### src/rtl/nvme_pkg.sv
// nvme_pkg: shared definitions for the NVMe completion-queue poller and
// its doorbell writer. CQE layout, AXI encodings, poller states and helpers.
package nvme_pkg;

    // The interesting CQE dwords (DW2, DW3) occupy the upper half of the 16B beat.
    localparam int CQE_HI_LSB = 64;

    localparam logic [1:0] AXI_BURST_INCR = 2'b01;
    localparam logic [2:0] AXI_SIZE_4B    = 3'd2;
    localparam logic [2:0] AXI_SIZE_16B   = 3'd4;
    localparam logic [1:0] AXI_RESP_OKAY  = 2'b00;

    // Upper 64 bits of a completion queue entry, MSB first.
    typedef struct packed {
        logic [14:0] status;   // [113+:15]
        logic        phase;    // [112]
        logic [15:0] cid;      // [96+:16]
        logic [15:0] sqid;     // [80+:16]
        logic [15:0] sqhead;   // [64+:16]
    } cqe_t;

    typedef enum logic [2:0] {
        ST_IDLE,
        ST_AR,
        ST_R,
        ST_GAP,
        ST_EMIT,
        ST_DB,
        ST_DB_B
    } poller_state_t;

    // Place a 32-bit doorbell value in its byte lane of a 128-bit beat.
    function automatic logic [127:0] db_lane_data(input logic [31:0] value,
                                                 input logic [3:0]  byte_off);
        logic [127:0] v;
        v = {96'b0, value};
        return v << {byte_off, 3'b000};
    endfunction

    // Byte strobes covering the 4B doorbell register.
    function automatic logic [15:0] db_lane_strb(input logic [3:0] byte_off);
        return 16'h000F << byte_off;
    endfunction

endpackage

### src/rtl/nvme_db_writer.sv
// nvme_db_writer: single-shot AXI write (AW + W in parallel, then B).
// Handshakes: a transfer happens on a channel in a cycle where valid and
// ready are both high; valid, once raised, stays high with stable payload
// until that cycle.
module nvme_db_writer
    import nvme_pkg::*;
#(
    parameter int ADDR_WIDTH = 32,
    parameter int DATA_WIDTH = 128
) (
    input  logic                    clk,
    input  logic                    rst,
    input  logic                    send,
    input  logic                    collect,
    input  logic [ADDR_WIDTH-1:0]   addr,
    input  logic [DATA_WIDTH-1:0]   data,
    input  logic [DATA_WIDTH/8-1:0] strb,
    output logic [ADDR_WIDTH-1:0]   db_awaddr,
    output logic [7:0]              db_awlen,
    output logic [2:0]              db_awsize,
    output logic [1:0]              db_awburst,
    output logic                    db_awvalid,
    input  logic                    db_awready,
    output logic [DATA_WIDTH-1:0]   db_wdata,
    output logic [DATA_WIDTH/8-1:0] db_wstrb,
    output logic                    db_wlast,
    output logic                    db_wvalid,
    input  logic                    db_wready,
    input  logic [1:0]              db_bresp,
    input  logic                    db_bvalid,
    output logic                    db_bready,
    output logic                    sent,
    output logic                    resp_done,
    output logic                    resp_err
);

    logic aw_done;
    logic w_done;
    logic aw_fire;
    logic w_fire;

    assign db_awaddr  = addr;
    assign db_awlen   = 8'd0;
    assign db_awsize  = AXI_SIZE_4B;
    assign db_awburst = AXI_BURST_INCR;
    assign db_awvalid = send && !aw_done;
    assign db_wdata   = data;
    assign db_wstrb   = strb;
    assign db_wlast   = 1'b1;
    assign db_wvalid  = send && !w_done;

    assign aw_fire   = db_awvalid && db_awready;
    assign w_fire    = db_wvalid && db_wready;
    assign sent      = send && (aw_done || aw_fire) && (w_done || w_fire);
    assign db_bready = collect;
    assign resp_done = collect && db_bvalid;
    assign resp_err  = resp_done && (db_bresp != AXI_RESP_OKAY);

    // Remember which channel already handshook so neither is sent twice.
    always_ff @(posedge clk) begin
        if (rst || sent) begin
            aw_done <= 1'b0;
            w_done  <= 1'b0;
        end else begin
            if (aw_fire) aw_done <= 1'b1;
            if (w_fire)  w_done  <= 1'b1;
        end
    end

endmodule

### src/rtl/nvme_cq_poller.sv
// nvme_cq_poller: polls one NVMe completion queue over AXI read, streams
// completions out and writes the CQ head doorbell in batches.
// Handshakes: every valid/ready pair transfers in a cycle where both are
// high; a raised valid holds with a stable payload until that cycle.
module nvme_cq_poller
    import nvme_pkg::*;
#(
    parameter int                    ADDR_WIDTH = 32,
    parameter int                    DATA_WIDTH = 128,
    parameter int                    QDEPTH     = 16,
    parameter logic [ADDR_WIDTH-1:0] CQ_BASE    = ADDR_WIDTH'(518*1024*1024),
    parameter logic [ADDR_WIDTH-1:0] DB_ADDR    = ADDR_WIDTH'(1012),
    parameter int                    DB_BATCH   = 4,
    parameter int                    POLL_GAP   = 8
) (
    input  logic                       clk,
    input  logic                       rst,
    input  logic                       issue,
    output logic [ADDR_WIDTH-1:0]      cq_araddr,
    output logic [7:0]                 cq_arlen,
    output logic [2:0]                 cq_arsize,
    output logic [1:0]                 cq_arburst,
    output logic                       cq_arvalid,
    input  logic                       cq_arready,
    input  logic [DATA_WIDTH-1:0]      cq_rdata,
    input  logic [1:0]                 cq_rresp,
    input  logic                       cq_rvalid,
    output logic                       cq_rready,
    output logic [ADDR_WIDTH-1:0]      db_awaddr,
    output logic [7:0]                 db_awlen,
    output logic [2:0]                 db_awsize,
    output logic [1:0]                 db_awburst,
    output logic                       db_awvalid,
    input  logic                       db_awready,
    output logic [DATA_WIDTH-1:0]      db_wdata,
    output logic [DATA_WIDTH/8-1:0]    db_wstrb,
    output logic                       db_wlast,
    output logic                       db_wvalid,
    input  logic                       db_wready,
    input  logic [1:0]                 db_bresp,
    input  logic                       db_bvalid,
    output logic                       db_bready,
    output logic                       cpl_valid,
    input  logic                       cpl_ready,
    output logic [15:0]                cpl_cid,
    output logic [14:0]                cpl_status,
    output logic [$clog2(QDEPTH)-1:0]  sq_head,
    output logic [$clog2(QDEPTH):0]    outstanding,
    output logic                       err,
    output poller_state_t              state
);

    localparam int            IW       = $clog2(QDEPTH);
    localparam int            GW       = (POLL_GAP > 1) ? $clog2(POLL_GAP) : 1;
    localparam logic [IW:0]   ONE_W    = (IW+1)'(1);
    localparam logic [IW:0]   OUT_MAX  = (IW+1)'(QDEPTH-1);
    localparam logic [IW:0]   BATCH    = (IW+1)'(DB_BATCH);
    localparam logic [IW-1:0] HEAD_MAX = IW'(QDEPTH-1);
    localparam logic [GW-1:0] GAP_LOAD = (POLL_GAP > 0) ? GW'(POLL_GAP-1) : '0;

    logic [IW-1:0]         cq_head;
    logic                  phase;
    logic [IW:0]           pending;
    logic [IW-1:0]         cqe_sqhead;
    logic [GW-1:0]         gap_cnt;
    cqe_t                  rx_cqe;
    logic                  rx_unused;
    logic                  emit_fire;
    logic                  db_sent;
    logic                  db_resp_done;
    logic                  db_resp_err;
    logic [DATA_WIDTH-1:0] db_data;

    assign rx_cqe    = cqe_t'(cq_rdata[CQE_HI_LSB +: 64]);
    assign rx_unused = ^{cq_rdata[CQE_HI_LSB-1:0], rx_cqe.sqid, rx_cqe.sqhead[15:IW]};

    assign cq_araddr  = CQ_BASE + ADDR_WIDTH'({cq_head, 4'b0000});
    assign cq_arlen   = 8'd0;
    assign cq_arsize  = AXI_SIZE_16B;
    assign cq_arburst = AXI_BURST_INCR;
    assign cq_arvalid = (state == ST_AR);
    assign cq_rready  = (state == ST_R);
    assign cpl_valid  = (state == ST_EMIT);
    assign emit_fire  = cpl_valid && cpl_ready;
    // cq_head has already advanced past the last emitted entry in ST_DB.
    assign db_data    = db_lane_data(32'(cq_head), DB_ADDR[3:0]);

    nvme_db_writer #(
        .ADDR_WIDTH (ADDR_WIDTH),
        .DATA_WIDTH (DATA_WIDTH)
    ) u_db_writer (
        .clk        (clk),
        .rst        (rst),
        .send       (state == ST_DB),
        .collect    (state == ST_DB_B),
        .addr       (DB_ADDR),
        .data       (db_data),
        .strb       (db_lane_strb(DB_ADDR[3:0])),
        .db_awaddr  (db_awaddr),
        .db_awlen   (db_awlen),
        .db_awsize  (db_awsize),
        .db_awburst (db_awburst),
        .db_awvalid (db_awvalid),
        .db_awready (db_awready),
        .db_wdata   (db_wdata),
        .db_wstrb   (db_wstrb),
        .db_wlast   (db_wlast),
        .db_wvalid  (db_wvalid),
        .db_wready  (db_wready),
        .db_bresp   (db_bresp),
        .db_bvalid  (db_bvalid),
        .db_bready  (db_bready),
        .sent       (db_sent),
        .resp_done  (db_resp_done),
        .resp_err   (db_resp_err)
    );

    // Poll/emit/doorbell sequencing plus outstanding-command accounting.
    always_ff @(posedge clk) begin
        if (rst) begin
            state       <= ST_IDLE;
            cq_head     <= '0;
            phase       <= 1'b1;
            pending     <= '0;
            sq_head     <= '0;
            outstanding <= '0;
            err         <= 1'b0;
            gap_cnt     <= '0;
            cpl_cid     <= '0;
            cpl_status  <= '0;
            cqe_sqhead  <= '0;
        end else begin
            // An issue and a completion in the same cycle cancel out.
            if (issue && !emit_fire) begin
                if (outstanding == OUT_MAX) err <= 1'b1;
                else                        outstanding <= outstanding + ONE_W;
            end else if (!issue && emit_fire) begin
                outstanding <= outstanding - ONE_W;
            end

            case (state)
                ST_IDLE: if (outstanding != '0) state <= ST_AR;
                ST_AR:   if (cq_arready) state <= ST_R;
                ST_R: if (cq_rvalid) begin
                    if (cq_rresp != AXI_RESP_OKAY) begin
                        err   <= 1'b1;
                        state <= ST_AR;
                    end else if (rx_cqe.phase != phase) begin
                        if (POLL_GAP > 0) begin
                            gap_cnt <= GAP_LOAD;
                            state   <= ST_GAP;
                        end else begin
                            state <= ST_AR;
                        end
                    end else begin
                        cpl_cid    <= rx_cqe.cid;
                        cpl_status <= rx_cqe.status;
                        cqe_sqhead <= rx_cqe.sqhead[IW-1:0];
                        state      <= ST_EMIT;
                    end
                end
                ST_GAP: begin
                    if (gap_cnt == '0) state <= ST_AR;
                    else               gap_cnt <= gap_cnt - GW'(1);
                end
                ST_EMIT: if (cpl_ready) begin
                    cq_head <= cq_head + IW'(1);
                    if (cq_head == HEAD_MAX) phase <= ~phase;
                    sq_head <= cqe_sqhead;
                    pending <= pending + ONE_W;
                    if ((pending + ONE_W) == BATCH || outstanding == ONE_W) state <= ST_DB;
                    else                                                   state <= ST_AR;
                end
                ST_DB: if (db_sent) begin
                    pending <= '0;
                    state   <= ST_DB_B;
                end
                ST_DB_B: if (db_resp_done) begin
                    if (db_resp_err) err <= 1'b1;
                    state <= (outstanding != '0) ? ST_AR : ST_IDLE;
                end
                default: state <= ST_IDLE;
            endcase
        end
    end

endmodule

### config.mk
export PLATFORM = sky130hd
export DESIGN_NAME = nvme_cq_poller
export DESIGN_NICKNAME = d
export VERILOG_FILES = /design/src/rtl/nvme_pkg.sv /design/src/rtl/nvme_db_writer.sv /design/src/rtl/nvme_cq_poller.sv
export SDC_FILE = /design/constraint.sdc
export NUM_CORES = 1
export LEC_CHECK = 0
export ABC_AREA = 1
export BUFFER_PORTS_ARGS = -buffer_cell sky130_fd_sc_hd__buf_2
export CAP_MARGIN = 30
export CORE_AREA = 3 3 163 165
export CTS_CLUSTER_SIZE = 8
export DETAILED_ROUTE_END_ITERATION = 10
export DIE_AREA = 0 0 166 168
export PLACE_DENSITY_LB_ADDON = 0.3
export SETUP_SLACK_MARGIN = 0.4
export SLEW_MARGIN = 20
export SYNTH_ARGS = -nofsm -noshare
export SYNTH_HDL_FRONTEND = slang
export SYNTH_SLANG_ARGS = --single-unit
export TNS_END_PERCENT = 100
### constraint.sdc
create_clock -name clk -period 2.45 [get_ports clk]
set_input_delay 0.1225 -clock clk [delete_from_list [all_inputs] [get_ports clk]]
set_output_delay 0.1225 -clock clk [all_outputs]
set_load 0.005 [all_outputs]
==> run_results.csv, run 1 <==
group,metric,value,unit
setup_path,worstPathCellList,"inv_4, nand3_2, nor2_2, inv_2, nor2_4, inv_2, nor2_1, nor2_1",
clock_network,clock_sinks,63,
setup_path,max_stage_delay,0.50,ns
power,leakage,0.002745,µW
timing,fin_skew,0.004944,ns
die,ioPinCount,426,
synthesis,ys_ff_latch,63,
timing,period_minus_slack,1.698,ns
global_route,grt_pass1_vias,3011,
finish,antennaDiodeCount,0,
setup_path,ff2ff_path_depth,8,
global_route,grt_usage,7.192,%
setup_path,cp_slowest_cell,"dfxtp_1",
timing,finalHoldViolCount,0,
finish,fillCellCount,2845,
clock_network,numCtsBuffers,9,
worst_hold_path,holdPathEnd,"cpl_status[0]",
routing,wl,10960,µm
clock_network,cts_resized,0,
synthesis,seq_area_frac_synth,26.94,%
routing,ant_nets,0,
global_route,antenna_found_initial,3,
worst_hold_path,holdPathStages,3,
clock_network,clk_root_buffer_cell,"clkbuf_16",
synthesis,synth_top_family_by_area,"buffers and inverters",
setup_path,startpoint_type,"register",
synthesis,synth_compound_area_share,8.552,%
synthesis,ys_warn_count,0,
synthesis,syn_area_per_cell,7.304,µm²
clock_network,cts_htree_levels,3,
setup_path,r2r-end,"cpl_cid[6]",
routing,first_iter_violations,67,
synthesis,synthXorXnorAreaFrac,0.7483,%
synthesis,synth_edf_count,0,
synthesis,synthAdderAreaFrac,2.672,%
global_route,grt_max_degree,42,
die,rows,58,
setup_path,timing.rr.start,"state[2]",
synthesis,synth-simple-area-share,18.31,%
setup_path,cp-end-kind,"register",
synthesis,synth.largest_area_cell,"buf_4",
clock_network,clock_path_buffers,2,
synthesis,synthArstFlopShare,0,%
setup_path,critPathBufInv,3,
synthesis,synthFlopType,"dfxtp_1",
synthesis,synth.cell_area,4682,µm²
timing,fin_setup_tns,0,ns
routing,route.detailed.drc,0,
die,start_util,18.59,%
clock_network,post_cts.repair.setup_buffers,0,
worst_hold_path,hold_class,"in2reg",
synthesis,yosys.cell_types.count,34,
power,ir_drop,0.2800,mV
finish,design_area,5039,µm²
routing,via_per_inst,3.239,
finish,area_delta_synth_final,7.616,%
clock_network,cts_tree,"yes",
routing,vias,3479,
placed_design,post-dp-hpwl,8635,µm
timing,fmax,589.1,MHz
die,dieWidth,166,µm
clock_network,cts.clk_slew.worst_paths,0.06,ns
placed_design,place_congestion,0.7363,
die,die_h,168,µm
setup_path,worstPathRequired,2.71,ns
die,die_area,27890,µm²
worst_hold_path,worstHoldStart,"cq_rdata[113]",
power,p_per_area,647.2,nW/µm²
clock_network,postCtsHoldBufs,0,
setup_path,path_delay_family,"buffers and inverters",
placed_design,io_buffers,106,
timing,finalSetupViolCount,0,
timing,slew_viol_final,0,
placed_design,postPlaceCellArea,4682,µm²
synthesis,yosysTopAreaCellShare,37.04,%
routing,first_pass_iters,4,
global_route,gr-total-overflow,0,
run_status,outcome,"complete, no violations",
clock_network,insertion_delay,0.33,ns
synthesis,synthesis.instances,641,
power,power.total,3261,µW
timing,period_share,69.29,%
finish,finalNetCount,890,
setup_path,cp_max_fo,35,
setup_path,reg2reg_slack,0.75,ns
setup_path,arrival,1.96,ns
setup_path,crit_type,"reg2reg",
synthesis,synthTopCellsByArea,"buf_4 (37%), dfxtp_1 (27%), nor2_1 (7.1%), o21ai_0 (5.3%), nand2_1 (5.1%)",
routing,wl_per_cell,10.20,µm
flow_run,drv_cap,0,
global_route,grt_pass1_wl,15990,µm
timing,timing.slew.headroom,57.06,%
finish,drive_gt1_share,20.03,%
timing,rsz0062_at_grt,"no",
synthesis,synthMuxAreaShare,0,%
timing,tightest_slew,0.6432,ns
die,core,25180,µm²
[Yosys cell counts (5+ instances only)]
library cell    n
clkbuf_1        6
inv_2           5
ha_1           10
buf_4         231
nand2_1        63
o21ai_0        50
inv_1          37
nand3_1        16
dfxtp_1        63
buf_2           8
a21oi_1        26
nor2_1         89
[sequential cells by signal, summed over array words and instances, names as in the netlist]
register / flops
cqe_sqhead: 4
state: 3
outstanding: 5
u_db_writer.w_done: 1
pending: 5
sq_head: 4
u_db_writer.aw_done: 1
err: 1
phase: 1
gap_cnt: 3
cpl_status: 15
cq_head: 4
cpl_cid: 16
[kinds of logic after synthesis]
kind of cell | after synthesis
other | 2
AND/OR/NAND/NOR | 192
adder cells (fa/ha/maj) | 10
buffers and inverters | 291
flip-flops | 63
AO/OA/AOI/OAI | 79
XOR/XNOR | 4
[layer usage]
metal  global-route usage (%)  routed length (µm)
met1                    8.249                4274
met5                        0                  22
met4                    2.712                 140
met2                    11.20                4904
met3                    4.062                1614
[stage by stage]
stage               utilization (%)  cells  hold slack (ns)  setup slack [ns]
floorplan                         -    866           0.2574             1.028
global placement              18.59   1058           0.3460            0.7181
detailed placement            18.59   1058           0.3509            0.7174
CTS                           20.01   1074         0.001339            0.6926
global route                  20.01   1074          0.01242            0.5496
finish                        20.01   1074          0.01446            0.7524
[area by class of cell]
type | count | area (µm²) | area share [%]
clock buffers | 11 | 252.7 | 5.016
clock inverters | 5 | 103.9 | 2.061
multi-input cells | 512 | 2270 | 45.05
flip-flops and latches | 63 | 1261 | 25.03
repair buffers | 109 | 565.5 | 11.22
well taps | 330 | 412.9 | 8.195
inverters | 44 | 172.7 | 3.427
[where the power goes]
| group | leakage, µW | internal, µW | switching [µW] |
|---|---|---|---|
| combinational | 0.00206 | 201 | 408 |
| sequential | 0.000509 | 1080 | 57.9 |
| clock | 0.000176 | 1050 | 465 |
[how the worst max path moves through the flow]
stage / endpoint / depth (start not counted) / startpoint / slack, ns
floorplan: outstanding[4] / 9 / outstanding[0] / 1.03
global placement: cpl_cid[6] / 8 / state[2] / 0.72
detailed placement: cpl_cid[6] / 8 / state[2] / 0.72
CTS: cpl_cid[6] / 8 / state[2] / 0.69
global route: cpl_cid[6] / 7 / phase / 0.55
finish: cpl_cid[6] / 8 / state[2] / 0.75
[tightest hold or removal path, stage by stage]
cell and delay [ns]:
buf_2 0.08, nor2_1 0.03, nor2_1 0.08
[cell usage in the layout, fill, tap and decap left out, types with 2 or more instances in the layout]
cell type and n:
conb_1 227, buf_2 106, nor2_1 89, nand2_1 63, dfxtp_1 63, o21ai_0 50
inv_1 37, a21oi_1 26, nand3_1 16, ha_1 10, clkbuf_16 9, inv_2 5
nand2_2 4, nor2_4 4, xor2_1 3, nor2_2 3, nand4_1 3, bufinv_16 3
nand2_4 2, nor3_1 2, clkbuf_8 2, buf_4 2
(Power assumes the default switching activity.)
==> inputs of run 2 (changes only) <==
--- a/config.mk
+++ b/config.mk
@@ -5,13 +5,13 @@
 export SDC_FILE = /design/constraint.sdc
 export NUM_CORES = 1
 export LEC_CHECK = 0
-export ABC_AREA = 1
+export ABC_AREA = 0
 export BUFFER_PORTS_ARGS = -buffer_cell sky130_fd_sc_hd__buf_2
 export CAP_MARGIN = 30
-export CORE_AREA = 3 3 163 165
+export CORE_AREA = 3 3 162 164
 export CTS_CLUSTER_SIZE = 8
 export DETAILED_ROUTE_END_ITERATION = 10
-export DIE_AREA = 0 0 166 168
+export DIE_AREA = 0 0 165 167
 export PLACE_DENSITY_LB_ADDON = 0.3
 export SETUP_SLACK_MARGIN = 0.4
 export SLEW_MARGIN = 20
==> constraint.sdc (replaced) <==
create_clock -name clk -period 1.7 [get_ports clk]
set_input_delay 0.085 -clock clk [delete_from_list [all_inputs] [get_ports clk]]
set_output_delay 0.085 -clock clk [all_outputs]
set_load 0.005 [all_outputs]
==> run 2 against run 1 <==
Effect of this change: the flow now finishes with violations (setup timing); global-route usage increased by 1.6 points; non-clock buffer count up 108; count of clock-buffer cells in the layout shrank 1; via count up 11%; synthesized cell count fell by 8.1%; cell area increased by 42%; highest routed layer is now met4.
==> run_results.csv, run 2 <==
group,metric,value,unit
run_status,outcome,"complete, but fails checks",
run_status,violations,"setup timing",
timing,rsz0062_at_grt,"yes",
routing,first_pass_iters,4,
timing,setup_slack,-0.001259,ns
setup_path,crit_type,"reg2reg",
timing,finalSetupViolCount,1,
clock_network,cts_htree_levels,3,
routing,wl_per_cell,12.11,µm
synthesis,syn_area_per_cell,7.902,µm²
clock_network,numCtsBuffers,9,
timing,finalHoldViolCount,0,
timing,period_minus_slack,1.701,ns
placed_design,place_inst,1022,
die,core,25040,µm²
clock_network,cts_tree,"yes",
clock_network,clock_sinks,63,
routing,vias,3875,
finish,top_regs,"cpl_cid: 16 flops, cpl_status: 15 flops",
global_route,grt_usage,8.760,%
synthesis,synthTopCellsByArea,"buf_4 (38%), dfxtp_1 (27%), nand2_1 (7.1%), a21oi_1 (5.3%), ha_1 (2.7%)",
global_route,grt_max_degree,25,
timing,period_share,100.1,%
synthesis,yosysTopAreaCellShare,37.90,%
die,start_util,18.59,%
synthesis,synthFlopType,"dfxtp_1",
placed_design,place_congestion,0.7044,
finish,fin_cells,1120,
timing,fmax,587.8,MHz
synthesis,synthTopCellsByCount,"buf_4 (235), nand2_1 (88), dfxtp_1 (63)",
synthesis,synth.largest_area_cell,"buf_4",
timing,timing.slew.headroom,62.23,%
global_route,grt_pass1_vias,3374,
clock_network,insertion_delay,0.33,ns
die,rows,58,
placed_design,post-dp-hpwl,8452,µm
routing,first_iter_violations,106,
synthesis,ys_warn_count,0,
finish,layout_commonest_cell,"conb_1",
power,p_per_area,707.7,nW/µm²
clock_network,clock_path_buffers,2,
worst_hold_path,hold_class,"in2reg",
finish,largest_reg_flops,16,
global_route,grt_pass1_wl,18720,µm
power,leakage,0.003414,µW
finish,most-common-layout-cells,"conb_1 (227), buf_2 (103), nand2_4 (60)",
routing,ant_nets,0,
placed_design,io_buffers,106,
finish,finalNetCount,936,
die,dieWidth,165,µm
timing,tightest_slew,0.5665,ns
setup_path,arrival,1.96,ns
synthesis,synthesis.instances,589,
die,die_area,27560,µm²
power,power.total,5072,µW
timing,fin_setup_tns,-0.001259,ns
clock_network,cts.clk_slew.worst_paths,0.06,ns
synthesis,synth.cell_area,4654,µm²
synthesis,ys_ff_latch,63,
setup_path,cp-end-kind,"register",
synthesis,synth.most_common_cell,"buf_4",
finish,antennaDiodeCount,0,
timing,fin_skew,0.007866,ns
global_route,antenna_found_initial,0,
die,die_h,167,µm
setup_path,startpoint_type,"register",
routing,via_per_inst,3.460,
synthesis,synthArstFlopShare,0,%
synthesis,synth_edf_count,0,
finish,area_delta_synth_final,53.98,%
finish,regMostFlops,"cpl_cid",
global_route,gr-total-overflow,0,
setup_path,cp_max_fo,4,
routing,wl,13560,µm
setup_path,worstPathRequired,1.96,ns
power,ir_drop,0.4082,mV
synthesis,seq_area_frac_synth,27.10,%
clock_network,clk_root_buffer_cell,"clkbuf_16",
timing,slew_viol_final,0,
finish,drive_gt1_share,45.44,%
timing,hold_ws,0.01197,ns
flow_run,drv_cap,0,
routing,route.detailed.drc,0,
die,ioPinCount,426,
synthesis,yosys.cell_types.count,49,
run 2: worst max-delay path: stages, from the launching register on:
cell and delay (ns):
dfxtp_4 0.36, ha_4 0.15, and3_4 0.18, ha_4 0.15, nand2b_4 0.13, or3b_1 0.36
a21o_1 0.17, a21oi_1 0.12
run 2: metrics by stage:
stage | utilization, % | setup WS, ns | instance area [µm²]
after floorplan | - | 0.02322 | 5635
after global placement | 19.47 | -0.05851 | 4875
after detailed placement | 19.47 | -0.04778 | 4875
after CTS | 25.61 | 0.00005085 | 6412
after global routing | 28.63 | -0.04298 | 7167
final | 28.63 | -0.001259 | 7167
run 2: logic make-up after synthesis:
group,share of synthesized area [%]
buf+inv,41.21
simple gates,15.99
compound gates,10.51
flops,27.10
fa+ha+maj,2.688
xor+xnor,1.693
mux,0.6452
other cells,0.1614
run 2: layout make-up:
cell class              count  area, µm²
repair buffers            217       1923
fillers                  2637      17870
multi-input cells         487       3209
clock buffers              10      229.0
clock inverters             6      83.83
inverters                   7      28.78
well taps                 330      412.9
flip-flops and latches     63       1280
run 2: power breakdown:
part / total [µW] / internal [µW] / switching, µW
sequential: 1630 / 1550 / 78.0
clock: 1970 / 1280 / 689
combinational: 1470 / 780 / 693
run 2: layer usage:
layer / part of all wire (%) / global-route usage, % / wire, µm
met1: 40 / 10.89 / 5469
met2: 53 / 14.96 / 7158
met5: 0 / 0 / 0
met3: 6.0 / 2.214 / 814
met4: 0.89 / 2.298 / 121
run 2: path summary, 6_finish.rpt:
check                 startpoint        endpoint  slack, ns  depth (start not counted)
setup reg to reg  outstanding[0]  outstanding[2]     -0.001                          7
setup / recovery  outstanding[0]  outstanding[2]     -0.001                          7
hold reg to reg      cpl_cid[14]     cpl_cid[14]       0.46                          2
hold / removal      cq_rdata[96]      cpl_cid[0]       0.01                          3
run 2: timing repair:
action | in CTS | in global routing
buffers inserted | 26 | 10
resized for setup | 123 | 140
hold endpoints to repair | 33 | 0
gates cloned | 9 | 4
hold buffers | 33 | 0
setup endpoints to repair | 67 | 68
pin swaps | 20 | 91
